$ cat src/rtl/tx_sched_pkg.sv
// Shared types and constants for the transmit frame scheduler: state encoding,
// default framing bytes and the CRC-8 (poly 0x07, MSB first) byte step.
package tx_sched_pkg;

    typedef enum logic [2:0] {
        ST_IDLE,
        ST_SOF,
        ST_HDR,
        ST_LEN,
        ST_PAYLOAD,
        ST_CHK,
        ST_ABORT,
        ST_PRBS
    } state_t;

    localparam logic [7:0] DEF_IDLE_BYTE  = 8'hBC;
    localparam logic [7:0] DEF_SOF_BYTE   = 8'hFB;
    localparam logic [7:0] DEF_ABORT_BYTE = 8'hFD;
    localparam logic [7:0] DEF_HDR_TAG    = 8'hA0;

    function automatic logic [7:0] crc8_step(input logic [7:0] crc_in, input logic [7:0] data);
        logic [7:0] c;
        c = crc_in ^ data;
        for (int i = 0; i < 8; i++) begin
            c = c[7] ? ((c << 1) ^ 8'h07) : (c << 1);
        end
        return c;
    endfunction

endpackage

$ cat src/rtl/tx_check8.sv
// Frame check accumulator: modular byte sum by default, CRC-8 (poly 0x07, init 0)
// when TX_SCHED_CRC8_EN is defined. Clear has priority over enable.
module tx_check8
    import tx_sched_pkg::*;
(
    input  logic       clk_bit,
    input  logic       rst,
    input  logic       clear,
    input  logic       enable,
    input  logic [7:0] byte_in,
    output logic [7:0] chk
);

    logic [7:0] chk_reg;
    logic [7:0] chk_next;

`ifdef TX_SCHED_CRC8_EN
    assign chk_next = crc8_step(chk_reg, byte_in);
`else
    assign chk_next = chk_reg + byte_in;
`endif

    always_ff @(posedge clk_bit or posedge rst) begin
        if (rst) begin
            chk_reg <= 8'h00;
        end else if (clear) begin
            chk_reg <= 8'h00;
        end else if (enable) begin
            chk_reg <= chk_next;
        end
    end

    assign chk = chk_reg;

endmodule

$ cat src/rtl/tx_frame_scheduler.sv
// Feeds the 8b/10b transmitter one byte per word slot: round-robin between two
// byte sources, SOF/HDR/LEN/payload/CHK framing, IDLE fill and PRBS sequencing.
module tx_frame_scheduler
    import tx_sched_pkg::*;
#(
    parameter logic [7:0] IDLE_BYTE  = DEF_IDLE_BYTE,
    parameter logic [7:0] SOF_BYTE   = DEF_SOF_BYTE,
    parameter logic [7:0] ABORT_BYTE = DEF_ABORT_BYTE,
    parameter logic [7:0] HDR_TAG    = DEF_HDR_TAG
) (
    input  logic        clk_bit,
    input  logic        rst,
    input  logic        word_strobe,
    output logic [7:0]  tx_byte,
    output logic        prbs_on,
    input  logic        prbs_req,
    input  logic [1:0]  src_valid,
    input  logic [15:0] src_data,
    input  logic [15:0] src_len,
    output logic [1:0]  src_ready,
    output logic        busy,
    output logic        frame_done,
    output logic        underrun_err
);

    state_t     state_reg;
    logic [7:0] tx_byte_reg;
    logic [7:0] len_reg;
    logic [7:0] cnt_reg;
    logic       grant_reg;
    logic       rr_reg;
    logic       prbs_on_reg;
    logic       prbs_dly_reg;
    logic       frame_done_reg;
    logic       underrun_reg;

    logic       mask;
    logic       eff_strobe;
    logic       xfer_slot;
    logic       sel_valid;
    logic [7:0] sel_data;
    logic       idle_grant;
    logic [7:0] idle_len;
    logic       chk_clear;
    logic       chk_en;
    logic [7:0] chk_byte;
    logic [7:0] chk_value;

    // The transmitter's word strobe is unreliable while it runs PRBS and for the
    // cycle after it leaves, so strobes are ignored across that whole window.
    assign mask       = prbs_on_reg | prbs_dly_reg;
    assign eff_strobe = word_strobe & ~mask;

    assign xfer_slot  = eff_strobe &
                        ((state_reg == ST_LEN) || (state_reg == ST_PAYLOAD && cnt_reg != 8'd0));
    assign sel_valid  = grant_reg ? src_valid[1] : src_valid[0];
    assign sel_data   = grant_reg ? src_data[15:8] : src_data[7:0];

    // On a tie the channel that did not win last time is granted.
    assign idle_grant = (src_valid == 2'b11) ? ~rr_reg : src_valid[1];
    assign idle_len   = idle_grant ? src_len[15:8] : src_len[7:0];

    for (genvar gi = 0; gi < 2; gi++) begin : g_ready
        assign src_ready[gi] = xfer_slot & src_valid[gi] & (grant_reg == 1'(gi));
    end

    always_comb begin
        chk_byte = sel_data;
        chk_en   = 1'b0;
        if (eff_strobe) begin
            if (state_reg == ST_SOF) begin
                chk_byte = HDR_TAG | {7'b0, grant_reg};
                chk_en   = 1'b1;
            end else if (state_reg == ST_HDR) begin
                chk_byte = len_reg;
                chk_en   = 1'b1;
            end else if (xfer_slot && sel_valid) begin
                chk_en   = 1'b1;
            end
        end
    end

    assign chk_clear = eff_strobe && (state_reg == ST_CHK || state_reg == ST_ABORT);

    tx_check8 u_check (
        .clk_bit (clk_bit),
        .rst     (rst),
        .clear   (chk_clear),
        .enable  (chk_en),
        .byte_in (chk_byte),
        .chk     (chk_value)
    );

    always_ff @(posedge clk_bit or posedge rst) begin
        if (rst) begin
            state_reg      <= ST_IDLE;
            tx_byte_reg    <= IDLE_BYTE;
            len_reg        <= 8'h00;
            cnt_reg        <= 8'h00;
            grant_reg      <= 1'b0;
            rr_reg         <= 1'b1;
            prbs_on_reg    <= 1'b0;
            prbs_dly_reg   <= 1'b0;
            frame_done_reg <= 1'b0;
            underrun_reg   <= 1'b0;
        end else begin
            frame_done_reg <= 1'b0;
            underrun_reg   <= 1'b0;
            prbs_dly_reg   <= prbs_on_reg;
            // PRBS exit is not strobe-gated since strobes are masked throughout.
            if (state_reg == ST_PRBS) begin
                if (!prbs_req) begin
                    prbs_on_reg <= 1'b0;
                    tx_byte_reg <= IDLE_BYTE;
                    state_reg   <= ST_IDLE;
                end
            end else if (eff_strobe) begin
                case (state_reg)
                    ST_IDLE: begin
                        if (prbs_req) begin
                            prbs_on_reg <= 1'b1;
                            tx_byte_reg <= IDLE_BYTE;
                            state_reg   <= ST_PRBS;
                        end else if (|src_valid) begin
                            grant_reg   <= idle_grant;
                            rr_reg      <= idle_grant;
                            len_reg     <= idle_len;
                            cnt_reg     <= idle_len;
                            tx_byte_reg <= SOF_BYTE;
                            state_reg   <= ST_SOF;
                        end else begin
                            tx_byte_reg <= IDLE_BYTE;
                        end
                    end
                    ST_SOF: begin
                        tx_byte_reg <= HDR_TAG | {7'b0, grant_reg};
                        state_reg   <= ST_HDR;
                    end
                    ST_HDR: begin
                        tx_byte_reg <= len_reg;
                        state_reg   <= ST_LEN;
                    end
                    ST_LEN, ST_PAYLOAD: begin
                        if (state_reg == ST_PAYLOAD && cnt_reg == 8'd0) begin
                            tx_byte_reg <= chk_value;
                            state_reg   <= ST_CHK;
                        end else if (sel_valid) begin
                            tx_byte_reg <= sel_data;
                            state_reg   <= ST_PAYLOAD;
                            // The LEN-slot byte is the first of len+1, so it does not count down.
                            if (state_reg == ST_PAYLOAD) begin
                                cnt_reg <= cnt_reg - 8'd1;
                            end
                        end else begin
                            tx_byte_reg  <= ABORT_BYTE;
                            underrun_reg <= 1'b1;
                            state_reg    <= ST_ABORT;
                        end
                    end
                    ST_CHK: begin
                        tx_byte_reg    <= IDLE_BYTE;
                        frame_done_reg <= 1'b1;
                        state_reg      <= ST_IDLE;
                    end
                    ST_ABORT: begin
                        tx_byte_reg <= IDLE_BYTE;
                        state_reg   <= ST_IDLE;
                    end
                    default: begin
                        tx_byte_reg <= IDLE_BYTE;
                        state_reg   <= ST_IDLE;
                    end
                endcase
            end
        end
    end

    assign tx_byte      = tx_byte_reg;
    assign prbs_on      = prbs_on_reg;
    assign busy         = (state_reg != ST_IDLE);
    assign frame_done   = frame_done_reg;
    assign underrun_err = underrun_reg;

endmodule
$ cat config.mk
export PLATFORM = sky130hd
export DESIGN_NAME = tx_frame_scheduler
export DESIGN_NICKNAME = d
export VERILOG_FILES = /design/src/rtl/tx_sched_pkg.sv /design/src/rtl/tx_check8.sv /design/src/rtl/tx_frame_scheduler.sv
export SDC_FILE = /design/constraint.sdc
export NUM_CORES = 1
export LEC_CHECK = 0
export CELL_PAD_IN_SITES_DETAIL_PLACEMENT = 0
export CELL_PAD_IN_SITES_GLOBAL_PLACEMENT = 2
export CORE_ASPECT_RATIO = 2
export CORE_UTILIZATION = 32
export CTS_BUF_LIST = sky130_fd_sc_hd__clkbuf_16
export DETAILED_ROUTE_END_ITERATION = 12
export HOLD_SLACK_MARGIN = 0.06
export PLACE_DENSITY = 0.82
export SYNTH_ARGS = -nofsm -noshare
export SYNTH_HDL_FRONTEND = slang
export SYNTH_SLANG_ARGS = --single-unit
$ cat constraint.sdc
create_clock -name clk_bit -period 3.3 [get_ports clk_bit]
set_clock_uncertainty 0.05 [all_clocks]
set_input_delay 0.33 -clock clk_bit [delete_from_list [all_inputs] [get_ports clk_bit]]
set_output_delay 0.33 -clock clk_bit [all_outputs]
set_load 0.01 [all_outputs]
==> flow_metrics.tcl, run 1 <==
set metrics [dict create \
    rsz0062_at_grt "false" \
    cp_num_buf_inv 3 \
    via_per_inst 5.550 \
    cts_inserted_buffers 5 \
    die_area_um2 9575 \
    power.density_nw_per_um2 708.6 \
    wl_per_cell_um 18.29 \
    mostFrequentLayoutCell "clkdlybuf4s50_1" \
    grt_pass1_vias 2648 \
    path_max_fanout 8 \
    die_h_um 137.4 \
    power.leakage_nw 1.533 \
    ys_ff_latch 41 \
    grtUsageTotal_pct 19.55 \
    fin_crit_sh_pct 92.59 \
    rr_worst_depth 13 \
    peakVddDrop_mv 0.3650 \
    port_buffers 51 \
    total_power_mw 2.630 \
    critPathLaunch "word_strobe" \
    drive_gt1_share_pct 12.94 \
    path_clk_slew_ps 60 \
    critPathKind "in2reg" \
    clock_path_buffers 2 \
    met3_usage_pct 2.634 \
    dp.cells 488 \
    r2r-end "u_check.chk[6]" \
    ys.flop_type "dfrtp_1" \
    worst_ep_arrival_time_ps 3200 \
    final_cell_mix "51 x clkdlybuf4s50_1, 44 x nand2_1, 39 x o21ai_0" \
    status "complete, no violations" \
    max_stage_delay_ps 520 \
    finalMaxSlewViolations 0 \
    use_met1_pct 20.91 \
    gp_congestion 0.8663 \
    cts_setup_buffers 0 \
    ctsHoldBuffers 0 \
    r2r-start "prbs_on" \
    place_ws_ps -51.46 \
    ys_seq_area_share_pct 35.24 \
    finalWorstSetupSlack_ps 244.4 \
    startpoint_type "input pin" \
    fmax_ghz 0.3273 \
    syn_area_per_cell_um2 8.601 \
    start_util_pct 32.76 \
    first_iter_violations 202 \
    relSlewSlack_pct 53.51 \
    fin_cells 496 \
    path_common_cell "o21ai_0" \
    cp_top_family "buffers and inverters" \
    row_count 49 \
    cts_tree "built" \
    vias 2753 \
    cp_cell_sequence "clkdlybuf4s50_1 -> nor3b_1 -> buf_4 -> and3_1 -> nand2_1 -> o21ai_0 -> inv_1 -> fa_1 -> nor2b_1 -> o21ai_0 -> a21boi_0 -> o21ai_0 -> nor3b_1 -> o31ai_1" \
    layout_min_cycle_time_ps 3056 \
    drt_first_pass_iters 5 \
    cts_root_buf "clkbuf_16" \
    netlist_area_um2 2933 \
    ys_warn_count 0 \
    num_io_pins 52 \
    endpoint_kind "register" \
    drc 0 \
    syn_to_final_growth_pct 26.54 \
    die_w_um 69.70 \
    clock_sinks 41 \
    synth_edf_count 0 \
    rrSetupSlack_ps 310 \
    dp_hpwl_um 7029 \
    core_area_um2 8951 \
    tightest_slew_ps 690.1 \
    hold_class "in2async" \
    busiest_layer "met2" \
    antenna_found_initial 0 \
    maxCapViolations 0 \
    clk_latency_ps 290 \
    antenna_cells 0 \
    ant_nets 0 \
    grt_pass1_wl_um 14100 \
    grt_max_degree 42 \
    holdWs_ps 433.6 \
    critical_path_required_ps 3440 \
    hold_viol 0 \
    routed_wl_um 9072 \
    use_met2_pct 37.81 \
    cts_max_level 2 \
    synth_nets 389 \
    fin_nets 441 \
    grt_overflow 0 \
    post_cts_resized 0 \
    synthCells 341 \
    ys_types 61 \
    synthArstFlopShare_pct 100.0 \
    setup_viol 0 \
    slowest_stage "clkdlybuf4s50_1" \
]
stage by stage:
| step | cell area, um^2 | util, % | setup TNS [ps] |
|---|---|---|---|
| after floorplan | 2933 | - | 0 |
| after global placement | 3548 | 39.64 | 0 |
| after detailed placement | 3548 | 39.64 | -51.46 |
| after CTS | 3711 | 41.46 | 0 |
| after global routing | 3711 | 41.46 | 0 |
| final | 3711 | 41.46 | 0 |
cells in the mapped netlist, drive strengths merged, types with 5 or more instances:
cell | instances | area share [%]
nand3 | 11 | 1.9
nor2 | 30 | 3.8
ha | 9 | 3.8
a22o | 5 | 1.5
dfrtp | 35 | 30
nor3 | 6 | 1.0
dfstp | 6 | 5.4
mux2 | 6 | 2.3
a31oi | 8 | 1.9
a21oi | 27 | 4.9
nor2b | 5 | 1.1
inv | 13 | 1.7
o21ai | 41 | 7.3
clkbuf | 6 | 0.81
nand2 | 44 | 5.6
buf | 14 | 3.5
mux2i | 14 | 4.8
worst min-delay path: stages:
cell             delay (ps)
clkdlybuf4s50_1         400
inv_1                    50
buf_4                   450
kinds of logic (layout without fill, tap and decap cells):
family,Yosys count,count (layout),share of synthesized area (%)
simple gates,120,120,21.25
compound gates,112,112,24.40
flops,41,41,35.24
buf+inv,33,86,6.015
mux,20,20,7.082
fa+ha+maj,10,10,4.522
xor+xnor,5,5,1.493
power by group:
group          switching, mW  total [mW]  leakage [nW]  internal, mW
clock                  0.199       0.551        0.0826         0.352
sequential             0.191       0.890         0.502         0.699
combinational          0.658        1.19         0.948         0.531
cell type report:
cell class / count / area (um^2)
repair buffers: 65 / 615.6
inverters: 13 / 48.80
well taps: 102 / 127.6
clock buffers: 5 / 125.1
multi-input cells: 267 / 1723
flip-flops and latches: 41 / 1033
clock inverters: 3 / 37.54
fillers: 904 / 5240
how the worst max path moves through the flow:
stage / to / slack (ps) / depth (start not counted)
finish: u_check.chk[6] / 240 / 14
floorplan: u_check.chk[6] / 360 / 13
global route: u_check.chk[6] / 20 / 14
detailed placement: u_check.chk[6] / -50 / 14
CTS: u_check.chk[6] / 230 / 14
global placement: u_check.chk[6] / 70 / 14
layer usage:
layer	vias to the layer above	share of wire, %
met5	-	0
met4	0	3.0
met3	20	3.8
met2	91	55
met1	1299	38
li1	1343	-
Note: power is estimated with default switching activity, not from simulation.
==> run 2: changes to the inputs <==
Settings changed: CORE_UTILIZATION 32 to 38, DONT_BUFFER_PORTS set to 1, GPL_ROUTABILITY_DRIVEN set to 1, PLACE_DENSITY 0.82 to 0.8.
==> flow_metrics.tcl, run 2 (synthesis results as in run 1) <==
set metrics [dict create \
    mostFrequentLayoutCell "nand2_1" \
    drive_gt1_share_pct 14.08 \
    num_io_pins 52 \
    maxCapViolations 0 \
    setup_viol 0 \
    path_clk_slew_ps 60 \
    dp_hpwl_um 6664 \
    fin_crit_sh_pct 90.38 \
    r2r-start "state_reg[0]" \
    relSlewSlack_pct 21.60 \
    cts_root_buf "clkbuf_16" \
    placed_area_um2 3005 \
    hold_viol 0 \
    fillCellCount 804 \
    hold_class "in2reg" \
    port_buffers 0 \
    finalWorstSetupSlack_ps 317.5 \
    status "complete, no violations" \
    setup-tns-final_ps 0 \
    total_power_mw 2.406 \
    rr_worst_depth 12 \
    clock_path_buffers 2 \
    grt_max_degree 42 \
    startpoint_type "register" \
    cts_max_level 2 \
    rrSetupSlack_ps 320 \
    ant_nets 0 \
    tightest_slew_ps 1174 \
    power.density_nw_per_um2 763.1 \
    power.leakage_nw 1.314 \
    die_w_um 64.12 \
    row_count 45 \
    die_h_um 126.2 \
    fin_area_um2 3153 \
    clock_sinks 41 \
    via_per_inst 5.800 \
    routed_wl_um 8594 \
    cts_setup_buffers 0 \
    grtUsageTotal_pct 22.56 \
    critPathKind "reg2reg" \
    finalMaxSlewViolations 0 \
    crit_end "u_check.chk[6]" \
    place_ws_ps 300.7 \
    drt_first_pass_iters 4 \
    core_area_um2 7545 \
    layout_min_cycle_time_ps 2983 \
    critical_path_required_ps 3450 \
    fin_nets 388 \
    rsz0062_at_grt "false" \
    grt_pass1_wl_um 13520 \
    r2r-end "u_check.chk[6]" \
    vias 2523 \
    antenna_found_initial 0 \
    antenna_cells 0 \
    dp.cells 426 \
    gp_congestion 0.8798 \
    syn_to_final_growth_pct 7.508 \
    cts_tree "built" \
    drc 0 \
    grt_overflow 0 \
    die_area_um2 8095 \
    path_max_fanout 8 \
    endpoint_kind "register" \
    peakVddDrop_mv 0.3579 \
    wl_per_cell_um 19.76 \
    final_cell_mix "44 x nand2_1, 38 x o21ai_0, 34 x dfrtp_1" \
    cts_inserted_buffers 5 \
    fmax_ghz 0.3353 \
    first_iter_violations 166 \
    start_util_pct 38.87 \
    worst_ep_arrival_time_ps 3130 \
    grt_pass1_vias 2539 \
    clk_latency_ps 290 \
    critPathLaunch "state_reg[0]" \
    fin_cells 435 \
]
run 2: cell types whose count changed in the layout (fill, tap and decap cells not counted), sizes merged:
cell	previous run	this run
inv	14	15
buf	14	11
bufinv	1	0
dlygate4sd3	0	1
clkdlybuf4s50	51	0
run 2: timing repair:
action | in CTS | in global routing
gates resized for setup | 0 | 2
endpoints found under the setup margin | 0 | 1
endpoints found under the hold margin | 9 | 0
hold buffers | 1 | 0
run 2: per-layer routing:
layer / track usage, % / share of wire (%) / vias to the layer above
li1: - / - / 1230
met1: 22.81 / 37 / 1216
met2: 42.43 / 56 / 62
met3: 3.986 / 3.8 / 15
met4: 11.76 / 3.4 / 0
met5: 0 / 0 / -
run 2: cell type report:
cell class | count | area, um^2 | share of cell area [%]
tap | 94 | 117.6 | 3.730
multi-input combinational | 267 | 1723 | 54.64
sequential | 41 | 1035 | 32.82
clock inverter | 3 | 11.26 | 0.3571
inverter | 13 | 48.80 | 1.548
clock buffer | 5 | 125.1 | 3.968
timing repair buffer | 12 | 92.59 | 2.937
run 2: worst min-delay path by stage:
| stage | start | to | cells past startpoint |
|---|---|---|---|
| 2_1_floorplan | u_check.chk[7] | u_check.chk[7] | 1 |
| 3_3_place_gp | rst | tx_byte[6] | 2 |
| 3_5_place_dp | rst | tx_byte[6] | 2 |
| 4_1_cts | prbs_req | prbs_on | 2 |
| 5_1_grt | prbs_req | prbs_on | 2 |
| 6_report | prbs_req | prbs_on | 2 |
run 2: metrics by stage:
step                      util, %  hold slack [ps]
after floorplan                 -            395.4
after global placement      39.83            340.9
after detailed placement    39.83            362.2
after CTS                   41.77            147.8
after global routing        41.79            198.4
final                       41.79            157.5
run 2: worst max-delay path: stages, from the launching register on:
cell and delay (ps):
dfrtp_1 490, xor2_1 220, and2_1 230, o21ai_0 240, ha_1 220, inv_1 60
fa_1 400, nor2b_1 150, o21ai_1 90, a21boi_0 260, o21ai_0 140, nor3b_1 150
o31ai_1 180
run 2: report_power, final:
part           internal, mW  switching (mW)  leakage [nW]
combinational         0.413           0.606         0.738
clock                 0.272           0.200        0.0738
sequential            0.701           0.213         0.502
